### src/rtl/ring_osc_freq_meter.sv
// Ring-oscillator frequency meter: enables the oscillator, waits for it to settle,
// then counts synchronized rising edges of osc_i over a programmable clk_i window.
module ring_osc_freq_meter #(
   parameter int CTRL_WIDTH    = 5,
   parameter int CNT_WIDTH     = 16,
   parameter int WIN_WIDTH     = 16,
   parameter int SETTLE_CYCLES = 64
) (
   input  logic                  clk_i,
   input  logic                  rst_i,
   input  logic                  start_i,
   input  logic [CTRL_WIDTH-1:0] freq_sel_i,
   input  logic [WIN_WIDTH-1:0]  window_i,
   input  logic                  osc_i,
   output logic                  osc_enable_o,
   output logic [CTRL_WIDTH-1:0] freq_sel_o,
   output logic                  busy_o,
   output logic [CNT_WIDTH-1:0]  count_o,
   output logic                  overflow_o,
   output logic                  valid_o
);

   // state   | meaning
   // IDLE    | oscillator off, waiting for start_i
   // SETTLE  | oscillator on, edges ignored for SETTLE_CYCLES cycles
   // MEASURE | oscillator on, counting edges for the captured window
   // DONE    | one-cycle result strobe, oscillator off
   typedef enum logic [1:0] {IDLE, SETTLE, MEASURE, DONE} state_t;

   localparam int SW = $clog2(SETTLE_CYCLES) + 1;

   state_t                state;
   logic [SW-1:0]         settle_cnt;
   logic [WIN_WIDTH-1:0]  win_cnt;
   logic [CNT_WIDTH-1:0]  edge_cnt;
   logic                  sat;
   logic                  sync_1;
   logic                  sync_2;
   logic                  hist;
   logic                  edge_det;
   logic [CNT_WIDTH-1:0]  cnt_nxt;
   logic                  sat_nxt;

   assign edge_det = sync_2 & ~hist;

   always_comb begin
      cnt_nxt = edge_cnt;
      sat_nxt = sat;
      if (edge_det) begin
         if (edge_cnt == {CNT_WIDTH{1'b1}}) begin
            sat_nxt = 1'b1;
         end else begin
            cnt_nxt = edge_cnt + 1'b1;
         end
      end
   end

   always_ff @(posedge clk_i) begin
      if (rst_i) begin
         state        <= IDLE;
         settle_cnt   <= '0;
         win_cnt      <= '0;
         edge_cnt     <= '0;
         sat          <= 1'b0;
         sync_1       <= 1'b0;
         sync_2       <= 1'b0;
         hist         <= 1'b0;
         osc_enable_o <= 1'b0;
         freq_sel_o   <= '0;
         busy_o       <= 1'b0;
         count_o      <= '0;
         overflow_o   <= 1'b0;
         valid_o      <= 1'b0;
      end else begin
         // edge pipeline runs in every state so history is valid when MEASURE opens
         sync_1 <= osc_i;
         sync_2 <= sync_1;
         hist   <= sync_2;
         case (state)
            IDLE: begin
               if (start_i) begin
                  freq_sel_o   <= freq_sel_i;
                  win_cnt      <= (window_i == '0) ? '0 : window_i - 1'b1;
                  settle_cnt   <= SW'(SETTLE_CYCLES - 1);
                  edge_cnt     <= '0;
                  sat          <= 1'b0;
                  osc_enable_o <= 1'b1;
                  busy_o       <= 1'b1;
                  state        <= SETTLE;
               end
            end
            SETTLE: begin
               if (settle_cnt == '0) begin
                  state <= MEASURE;
               end else begin
                  settle_cnt <= settle_cnt - 1'b1;
               end
            end
            MEASURE: begin
               edge_cnt <= cnt_nxt;
               sat      <= sat_nxt;
               if (win_cnt == '0) begin
                  count_o      <= cnt_nxt;
                  overflow_o   <= sat_nxt;
                  valid_o      <= 1'b1;
                  osc_enable_o <= 1'b0;
                  state        <= DONE;
               end else begin
                  win_cnt <= win_cnt - 1'b1;
               end
            end
            DONE: begin
               valid_o <= 1'b0;
               busy_o  <= 1'b0;
               state   <= IDLE;
            end
            default: state <= IDLE;
         endcase
      end
   end

endmodule

### config.mk
export PLATFORM = sky130hd
export DESIGN_NAME = ring_osc_freq_meter
export DESIGN_NICKNAME = d
export VERILOG_FILES = /design/src/rtl/ring_osc_freq_meter.sv
export SDC_FILE = /design/constraint.sdc
export NUM_CORES = 1
export LEC_CHECK = 0
export CAP_MARGIN = 15
export CORE_MARGIN = 10
export CORE_UTILIZATION = 55
export DETAILED_ROUTE_END_ITERATION = 10
export PLACE_DENSITY = 0.76
export RECOVER_POWER = 25
export SLEW_MARGIN = 20
export SYNTH_ARGS = -nofsm -noshare
export SYNTH_HDL_FRONTEND = slang
export SYNTH_SLANG_ARGS = --single-unit
### constraint.sdc
create_clock -name clk_i -period 3 [get_ports clk_i]
set_input_delay 0.3 -clock clk_i [delete_from_list [all_inputs] [get_ports clk_i]]
set_output_delay 0.3 -clock clk_i [all_outputs]
set_load 0.03 [all_outputs]
# --- Yosys cells after proc, flatten, opt, wreduce, memory -nomap -nowiden ---
# Index checks and enable logic that the tools add are counted.
op_classes:
  bitwise_logic: 2
  add_sub_neg: 4
  n_mux: 25
  n_eq_ne: 9
  reduce_logical: 17
ops:
  columns: ["operator", "count"]
  rows:
  - ["two-way mux 16 bit", 6]
  - ["one-hot mux 16 bit (2 select lines)", 2]
  - ["logical NOT 16 bit", 2]
  - ["subtractor 16 x 1 -> 16 bit (second input constant)", 2]
  - ["adder 16 x 1 -> 16 bit (second input constant)", 1]
  - ["equality test 16 bit (second input constant)", 1]
  - ["two-way mux 7 bit", 2]
  - ["one-hot mux 7 bit (2 select lines)", 1]
  - ["AND reduction 3 bit", 4]
  - ["!= test 2 bit (second input constant)", 5]
  - ["AND reduction 2 bit", 5]
  - ["one-hot mux 1 bit (2 select lines)", 4]
  - ["one-hot mux 2 bit (4 select lines)", 1]
  - ["nonzero test 2 bit", 4]
  - ["logical NOT 7 bit", 1]
  - ["subtractor 7 x 1 -> 7 bit (second input constant)", 1]
  - ["two-way mux 1 bit", 6]
  - ["two-way mux 2 bit", 3]
  - ["equality test 2 bit (second input constant)", 2]
  - ["equality test 2 x 1 -> 1 bit (second input constant)", 1]
  - ["logical NOT 2 bit", 1]
  - ["AND 1 bit", 1]
  - ["inverter 1 bit", 1]
word_totals:
  in_bits: 25
  regBits: 70

# --- Logic depth before layout (Yosys ltp) ---
# Gate-level depths: netlist of run 1.
depth:
  word_depth: 4
  mapped_depth: 10
  ltp_nobuf: 8

# --- Worst setup path after synthesis of run 1 ---
# OpenSTA, ideal clock, no wires.
synth_path:
  kind: "input-to-reg"
  start: "input port window_i[0]"
  end: "register win_cnt[12]"
  path_stages: 7
  setup_ns: 0.120
  t_required_ns: 2.880
  t_arrival_ns: 1.955
  setup_slack_ns: 0.925
  path_buffers: 0
  cell_sequence: "inv_1 -> ha_1 -> nor3b_1 -> nand3_1 -> or3_1 -> xnor2_1 -> a211o_1"
synth_via:
  elab_chain_len: 4
  elab_cells_between_ends: 5
  cone_classes: "1 x add/sub; 3 x mux; 1 x reduce/logical"
synth_rtl:
  columns: ["element", "line", "text"]
  rows:
  - ["start: declaration", "13", "input logic [WIN_WIDTH-1:0] window_i,"]
  - ["subtractor 16 x 1 -> 16 bit or logical NOT 16 bit (tied branches)", "83", "win_cnt <= (window_i == '0) ? '0 : window_i - 1'b1;"]
  - ["two-way mux 16 bit (*)", "83", null]
  - ["two-way mux 16 bit (*)", "81", "if (start_i) begin"]
  - ["one-hot mux 16 bit (2 select lines) (*)", "79", "case (state)"]
  - ["end signal: assignment", "83", null]
  - ["end signal: assignment", "109", "win_cnt <= win_cnt - 1'b1;"]
  - ["end: declaration", "34", "logic [WIN_WIDTH-1:0] win_cnt;"]
# Mark *: on every way between the ends. The rest lies on a longest branch, timed or not. The select of a mux whose other input is x is not followed.
# A chain may end at the register's enable or synchronous reset.

# --- Worst setup path in the final report of run 1 ---
layout_path:
  start: "register state[0]"
  end: "register win_cnt[7]"
layout_via:
  elab_chain_len: 3
  elab_cells_between_ends: 7
  cone_classes: "3 x eq/ne; 1 x mux; 3 x reduce/logical"
layout_rtl:
  columns: ["element", "line", "text"]
  rows:
  - ["start: declaration", "32", "state_t state;"]
  - ["start signal: assignment", "60", "state <= IDLE;"]
  - ["start signal: assignment", "89", "state <= SETTLE;"]
  - ["start signal: assignment", "94", "state <= MEASURE;"]
  - ["equality test 2 bit or logical NOT 2 bit (tied branches)", "79", null]
  - ["!= test 2 bit (no source line) or nonzero test 2 bit (tied branches)", null, null]
  - ["AND reduction 3 bit (no source line)", null, null]
# Several ways; a longest one is shown, not always the timed one.

==> results.py, run 1 <==
metrics = {
    "power": {
        "swShare_pct": 42.3,
        "p_switching_mw": 1.56,
        "comb_power_share_pct": 45.3,
        "seqPwrFrac_pct": 34.2,
        "peakVddDrop_v": 0.000339,
        "clkPwrFrac_pct": 20.6,
        "cellLeakagePower_nw": 1.65,
        "p_per_area_nw_per_um2": 787,
        "internal_power_mw": 2.13,
    },
    "drt": {
        "drtIter0Drc": 243,
        "drc": 0,
        "vias_per_cell": 5.89,
        "detail-route-antenna-nets": 0,
        "vias": 3705,
        "dr.pass1.iters": 4,
        "wirelength_mm": 9.75,
        "wl_per_cell_um": 15.5,
    },
    "global_routing": {
        "grt_max_degree": 27,
        "grtUsageTotal_pct": 17.8,
        "antenna_found_initial": 0,
        "gr-total-overflow": 0,
        "grt_pass1_vias": 3444,
        "grt_pass1_wl_mm": 16.5,
    },
    "worst_setup_path": {
        "path_class": "flop to flop",
        "rrSetupSlack_ns": 0.29,
        "cpPeakStageDelay_ns": 0.72,
        "slowest_stage": "nor2_1",
        "crit_arrival_ns": 2.93,
        "cp-end-kind": "flop",
        "ff2ff_path_depth": 8,
        "crit_buf_inv": 1,
        "cp-start-kind": "flop",
        "r2r-end": "win_cnt[7]",
        "path_cells": "inv_1 -> ha_1 -> nor4bb_1 -> and4_1 -> nor2_1 -> o21ai_0 -> a211oi_1 -> nor2_1",
        "path_delay_family": "simple AND/OR/NAND/NOR gates",
        "timing.rr.start": "state[0]",
        "crit_fanout": 13,
        "required_ns": 3.22,
        "cpMostUsedCell": "nor2_1",
    },
    "sta": {
        "rsz0062_at_grt": "false",
        "setup_viol": 0,
        "timing.hold.ws_ns": 0.343,
        "slew_headroom_pct": 28.2,
        "skew_ns": 0.00872,
        "fmax_ghz": 0.369,
        "hold_viol_final": 0,
        "tightest_slew_ns": 1.07,
        "fin_setup_tns_ns": 0,
        "maxSlewViolCount": 0,
        "fin_crit_sh_pct": 90.2,
        "layout_min_cycle_time_ns": 2.71,
    },
    "floorplanning": {
        "std_cell_rows": 30,
        "die_area_um2": 10800,
        "die_x_um": 104,
        "die_h_um": 104,
        "start_util_pct": 57.0,
        "io_pins": 50,
        "coreArea_um2": 6830,
    },
    "status": {
        "status": "complete, no violations",
    },
    "min_path": {
        "worstHoldPathCells": 2,
        "hold_class": "primary input to flop",
        "min_from": "rst_i",
        "whs_endpoint": "hist",
    },
    "clock_network": {
        "cts_buffer_depth": 2,
        "insertion_delay_ns": 0.35,
        "htree_levels": 3,
        "clkTransAtPathRegs_ns": 0.08,
        "cts_resized": 0,
        "post_cts_buffers": 0,
        "cts-buffers-inserted": 9,
        "cts-root-buf": "clkbuf_8",
        "cts_hold_buffers": 0,
        "clock_sinks": 70,
        "cts_tree": "built",
    },
    "finish": {
        "fillers": 591,
        "antenna_cells_inserted": 0,
        "register_area_um2": 1400,
        "multi_input_area_um2": 2360,
        "finalNetCount": 562,
        "synthToLayoutAreaGrowth_pct": 20.7,
        "drive_above_1_share_pct": 10.1,
    },
    "synthesis": {
        "synth_ff_type": "dfxtp_1",
        "yosysWarnings": 0,
        "synth-async-reset-ratio_pct": 0,
        "synthSimpleGateAreaFrac_pct": 30.2,
        "synth_top_family_by_area": "simple AND/OR/NAND/NOR gates",
        "avgSynthCellArea_um2": 8.22,
        "synthAdderAreaFrac_pct": 2.89,
        "synth_xor_area_share_pct": 6.07,
        "synth_cells": 474,
        "synth_mux_area_share_pct": 0.514,
        "syn_nets": 508,
        "syn_area_um2": 3890,
        "ys_seq_area_share_pct": 36.0,
        "ys_types": 69,
        "synth-compound-area-share_pct": 20.9,
        "synth_seq_cells": 70,
        "synth_edf_count": 0,
    },
    "placement": {
        "port_buffers": 49,
        "gp_congestion": 0.887,
        "dp_hpwl_mm": 7.24,
    },
    "job": {
        "maxCapViolations": 0,
    },
}
[power by group through the flow]
| stage | registers [mW] | logic (mW) | clock network, mW |
|---|---|---|---|
| 3_5_place_dp | 1.28 | 1.66 | 0 |
| 6_report | 1.26 | 1.67 | 0.760 |
| 3_3_place_gp | 1.27 | 1.63 | 0 |
| 2_1_floorplan | 1.31 | 1.10 | 0 |
| 4_1_cts | 1.26 | 1.67 | 0.771 |
| 5_1_grt | 1.28 | 1.85 | 0.815 |
[layer usage]
metal  GRT usage, %  wire (µm)  vias to the layer above
met1           22.8       4460                     1724
met5              0          0                        -
met3           4.40        590                       21
met2           27.6       4480                      125
met4           7.55        227                        0
li1               -          -                     1835
[through the flow]
step,util (%),setup slack [ns],cell area (µm²),power [mW],std cells
floorplan,-,0.925,3890,2.41,474
global placement,66.0,0.301,4510,2.90,613
detailed placement,66.0,0.233,4510,2.94,613
CTS,68.8,0.360,4700,3.70,629
global route,68.8,0.143,4700,3.95,629
finish,68.8,0.293,4700,3.70,629
[how the worst max path moves through the flow]
stage,start,to,cells after the start
6_report,state[0],win_cnt[7],8
5_1_grt,edge_cnt[0],count_o[3],7
4_1_cts,state[0],win_cnt[7],8
3_5_place_dp,window_i[0],win_cnt[12],8
3_3_place_gp,window_i[0],win_cnt[12],8
2_1_floorplan,window_i[0],win_cnt[12],7
[worst reg2reg max path, stage by stage, from the launching register on]
cell and delay [ns]:
dfxtp_1 0.36, inv_1 0.08, ha_1 0.34, nor4bb_1 0.22, and4_1 0.30, nor2_1 0.72
o21ai_0 0.20, a211oi_1 0.29, nor2_1 0.07
[cell type report]
class | instances | share of cell area [%]
Clock buffer | 13 | 3.17
Tap cell | 96 | 2.56
Sequential cell | 70 | 29.8
Inverter | 12 | 0.958
Timing Repair Buffer | 62 | 12.3
Clock inverter | 3 | 0.932
Multi-Input combinational cell | 373 | 50.2
[layout by cell type, fill, tap and decap left out, types with 10 or more instances in the layout]
master / netlist / final
xnor2_1: 12 / 12
nor2_1: 57 / 57
nand2_1: 50 / 50
o21ai_0: 23 / 23
dlygate4sd3_1: 0 / 15
a31oi_1: 10 / 10
inv_1: 12 / 12
xor2_1: 15 / 15
buf_4: 1 / 12
clkbuf_8: 0 / 10
a21oi_1: 33 / 33
nand3_1: 12 / 12
a211oi_1: 15 / 15
clkdlybuf4s50_1: 0 / 33
nor3_1: 18 / 18
nand2b_1: 13 / 13
dfxtp_1: 70 / 70
[sequential cells by signal, summed over array words and instances (netlist names), 2 cells and up]
register    cells
state           2
settle_cnt      7
edge_cnt       16
freq_sel_o      5
count_o        16
win_cnt        16
[cell families (layout without fill, tap and decap cells)]
logic type / count (synthesis) / count (layout)
flip-flops: 70 / 70
buffers and inverters: 31 / 90
adder cells (fa/ha/maj): 9 / 9
XOR/XNOR: 27 / 27
AO/OA/AOI/OAI: 121 / 121
AND/OR/NAND/NOR: 214 / 214
multiplexers: 2 / 2
[cell usage after synthesis, types with 10 or more instances]
library cell  number  area share [%]
o21ai_0           23             3.0
inv_1             12             1.2
nand3_1           12             1.5
a211oi_1          15             2.9
a21oi_1           33             4.2
xnor2_1           12             2.7
nor2_1            57             5.5
nand2b_1          13             2.1
xor2_1            15             3.4
a31oi_1           10             1.6
nand2_1           50             4.8
clkbuf_1          10            0.96
nor3_1            18             2.3
dfxtp_1           70              36
No activity file was read; power rests on OpenSTA's default activity.
==> run 2, diff against run 1 <==
- CORE_ASPECT_RATIO: unset -> 1.2
- GPL_TIMING_DRIVEN: unset -> 0
- clock period: 3 -> 2.85 ns (I/O delays scaled with it)
==> run 2 against run 1 <==
Register-to-register slack hardly changed. Setup slack better by 0.011 ns. Die area is 0.12% higher. Cell count is 0.48% lower. Combinational power is 2% higher. Count of clock-buffer cells in the layout is 3 lower. Routed wire length is 7.1% higher. Non-clock buffer count is 6 higher. Worst hold slack better by 0.10 ns. Largest power group unchanged. Highest routed layer unchanged.
==> results.py, run 2 (synthesis gave the netlist of run 1 again) <==
metrics = {
    "drt": {
        "vias": 3777,
        "dr.pass1.iters": 5,
        "drc": 0,
        "detail-route-antenna-nets": 0,
        "wl_per_cell_um": 16.7,
        "wirelength_mm": 10.4,
        "drtIter0Drc": 274,
        "vias_per_cell": 6.03,
    },
    "power": {
        "peakVddDrop_v": 0.000530,
        "p_per_area_nw_per_um2": 865,
        "cellLeakagePower_nw": 1.69,
    },
    "sta": {
        "slew_headroom_pct": 53.9,
        "fmax_ghz": 0.393,
        "fin_crit_sh_pct": 89.3,
        "layout_min_cycle_time_ns": 2.55,
        "hold_viol_final": 0,
        "tightest_slew_ns": 0.686,
        "rsz0062_at_grt": "false",
        "maxSlewViolCount": 0,
        "setup_viol": 0,
        "fin_setup_tns_ns": 0,
        "skew_ns": 0.00497,
    },
    "worst_setup_path": {
        "ff2ff_path_depth": 9,
        "crit_cells": 9,
        "cp-end-kind": "flop",
        "required_ns": 3.10,
        "cp-start-kind": "flop",
        "crit_fanout": 10,
        "path_class": "flop to flop",
        "slowest_stage": "clkbuf_1",
        "cpPeakStageDelay_ns": 0.43,
        "crit_buf_inv": 3,
        "crit_arrival_ns": 2.80,
        "path_cells": "inv_1 -> ha_1 -> clkbuf_1 -> nand2b_1 -> nand2_1 -> nor2_1 -> clkbuf_1 -> nand2b_1 -> a31oi_1",
        "path_delay_family": "simple AND/OR/NAND/NOR gates",
    },
    "floorplanning": {
        "coreArea_um2": 6850,
        "std_cell_rows": 33,
        "io_pins": 50,
        "start_util_pct": 56.8,
        "die_x_um": 96.8,
        "die_area_um2": 10900,
        "die_h_um": 112,
    },
    "global_routing": {
        "grt_pass1_wl_mm": 17.3,
        "grtUsageTotal_pct": 18.6,
        "grt_max_degree": 13,
        "grt_pass1_vias": 3672,
        "antenna_found_initial": 0,
        "gr-total-overflow": 0,
    },
    "clock_network": {
        "cts-buffers-inserted": 9,
        "htree_levels": 3,
        "post_cts_buffers": 0,
        "cts_buffer_depth": 2,
        "insertion_delay_ns": 0.35,
        "cts_resized": 0,
        "clkTransAtPathRegs_ns": 0.08,
        "cts_tree": "built",
        "clock_sinks": 70,
        "cts-root-buf": "clkbuf_8",
        "cts_hold_buffers": 0,
    },
    "finish": {
        "antenna_cells_inserted": 0,
        "drive_above_1_share_pct": 9.46,
        "reg_top3": "count_o (16), edge_cnt (16), win_cnt (16)",
        "final_cell_mix": "dfxtp_1, nor2_1, nand2_1, a21oi_1, clkdlybuf4s50_1",
        "synthToLayoutAreaGrowth_pct": 22.4,
        "final_common_cell": "dfxtp_1",
        "finalNetCount": 568,
        "final_cell_area_um2": 4770,
    },
    "min_path": {
        "worstHoldPathCells": 1,
        "hold_class": "flop to flop",
    },
    "placement": {
        "port_buffers": 49,
        "dp_hpwl_mm": 7.75,
        "placed_cell_area_um2": 4490,
        "gp_congestion": 0.872,
    },
    "status": {
        "status": "complete, no violations",
    },
    "job": {
        "maxCapViolations": 0,
    },
}
-- run 2: through the flow --
step	hold slack, ns	setup slack (ns)	power, mW	utilization (%)	cells
2_1_floorplan	0.413	0.790	2.54	-	474
3_3_place_gp	0.422	0.0694	2.97	65.6	610
3_5_place_dp	0.429	0.00251	3.02	65.6	610
4_1_cts	0.453	0.226	4.11	69.5	626
5_1_grt	0.468	0.168	4.38	69.6	626
6_report	0.447	0.304	4.13	69.6	626
-- run 2: worst paths after layout --
check,startpoint,end,slack (ns)
hold reg to reg,sync_1,sync_2,0.45
setup reg to reg,state[0],edge_cnt[11],0.30
setup / recovery,state[0],edge_cnt[11],0.30
hold / removal,sync_1,sync_2,0.45
-- run 2: area by class of cell --
type / count / area, µm²
Buffer: 19 / 87.6
Clock buffer: 10 / 138
Clock inverter: 6 / 133
Fill cell: 557 / 2090
Inverter: 12 / 45.0
Multi-Input combinational cell: 373 / 2360
Sequential cell: 70 / 1400
Tap cell: 87 / 109
Timing Repair Buffer: 49 / 490
-- run 2: per-layer routing --
| metal | wire (µm) | track usage [%] | vias to the layer above |
|---|---|---|---|
| met5 | 0 | 0 | - |
| met4 | 179 | 7.98 | 0 |
| met3 | 626 | 4.23 | 20 |
| met2 | 5370 | 33.3 | 134 |
| met1 | 4260 | 20.5 | 1776 |
| li1 | - | - | 1847 |
-- run 2: power breakdown --
group	total [mW]	internal (mW)	switching [mW]
sequential	1.32	1.15	0.170
clock	1.09	0.692	0.395
combinational	1.71	0.606	1.11
==> run 3, diff against run 2 <==
- CAP_MARGIN: 15 -> 20
==> results of run 3 <==
The final DEF is identical to that of run 2; final timing and power are the same.
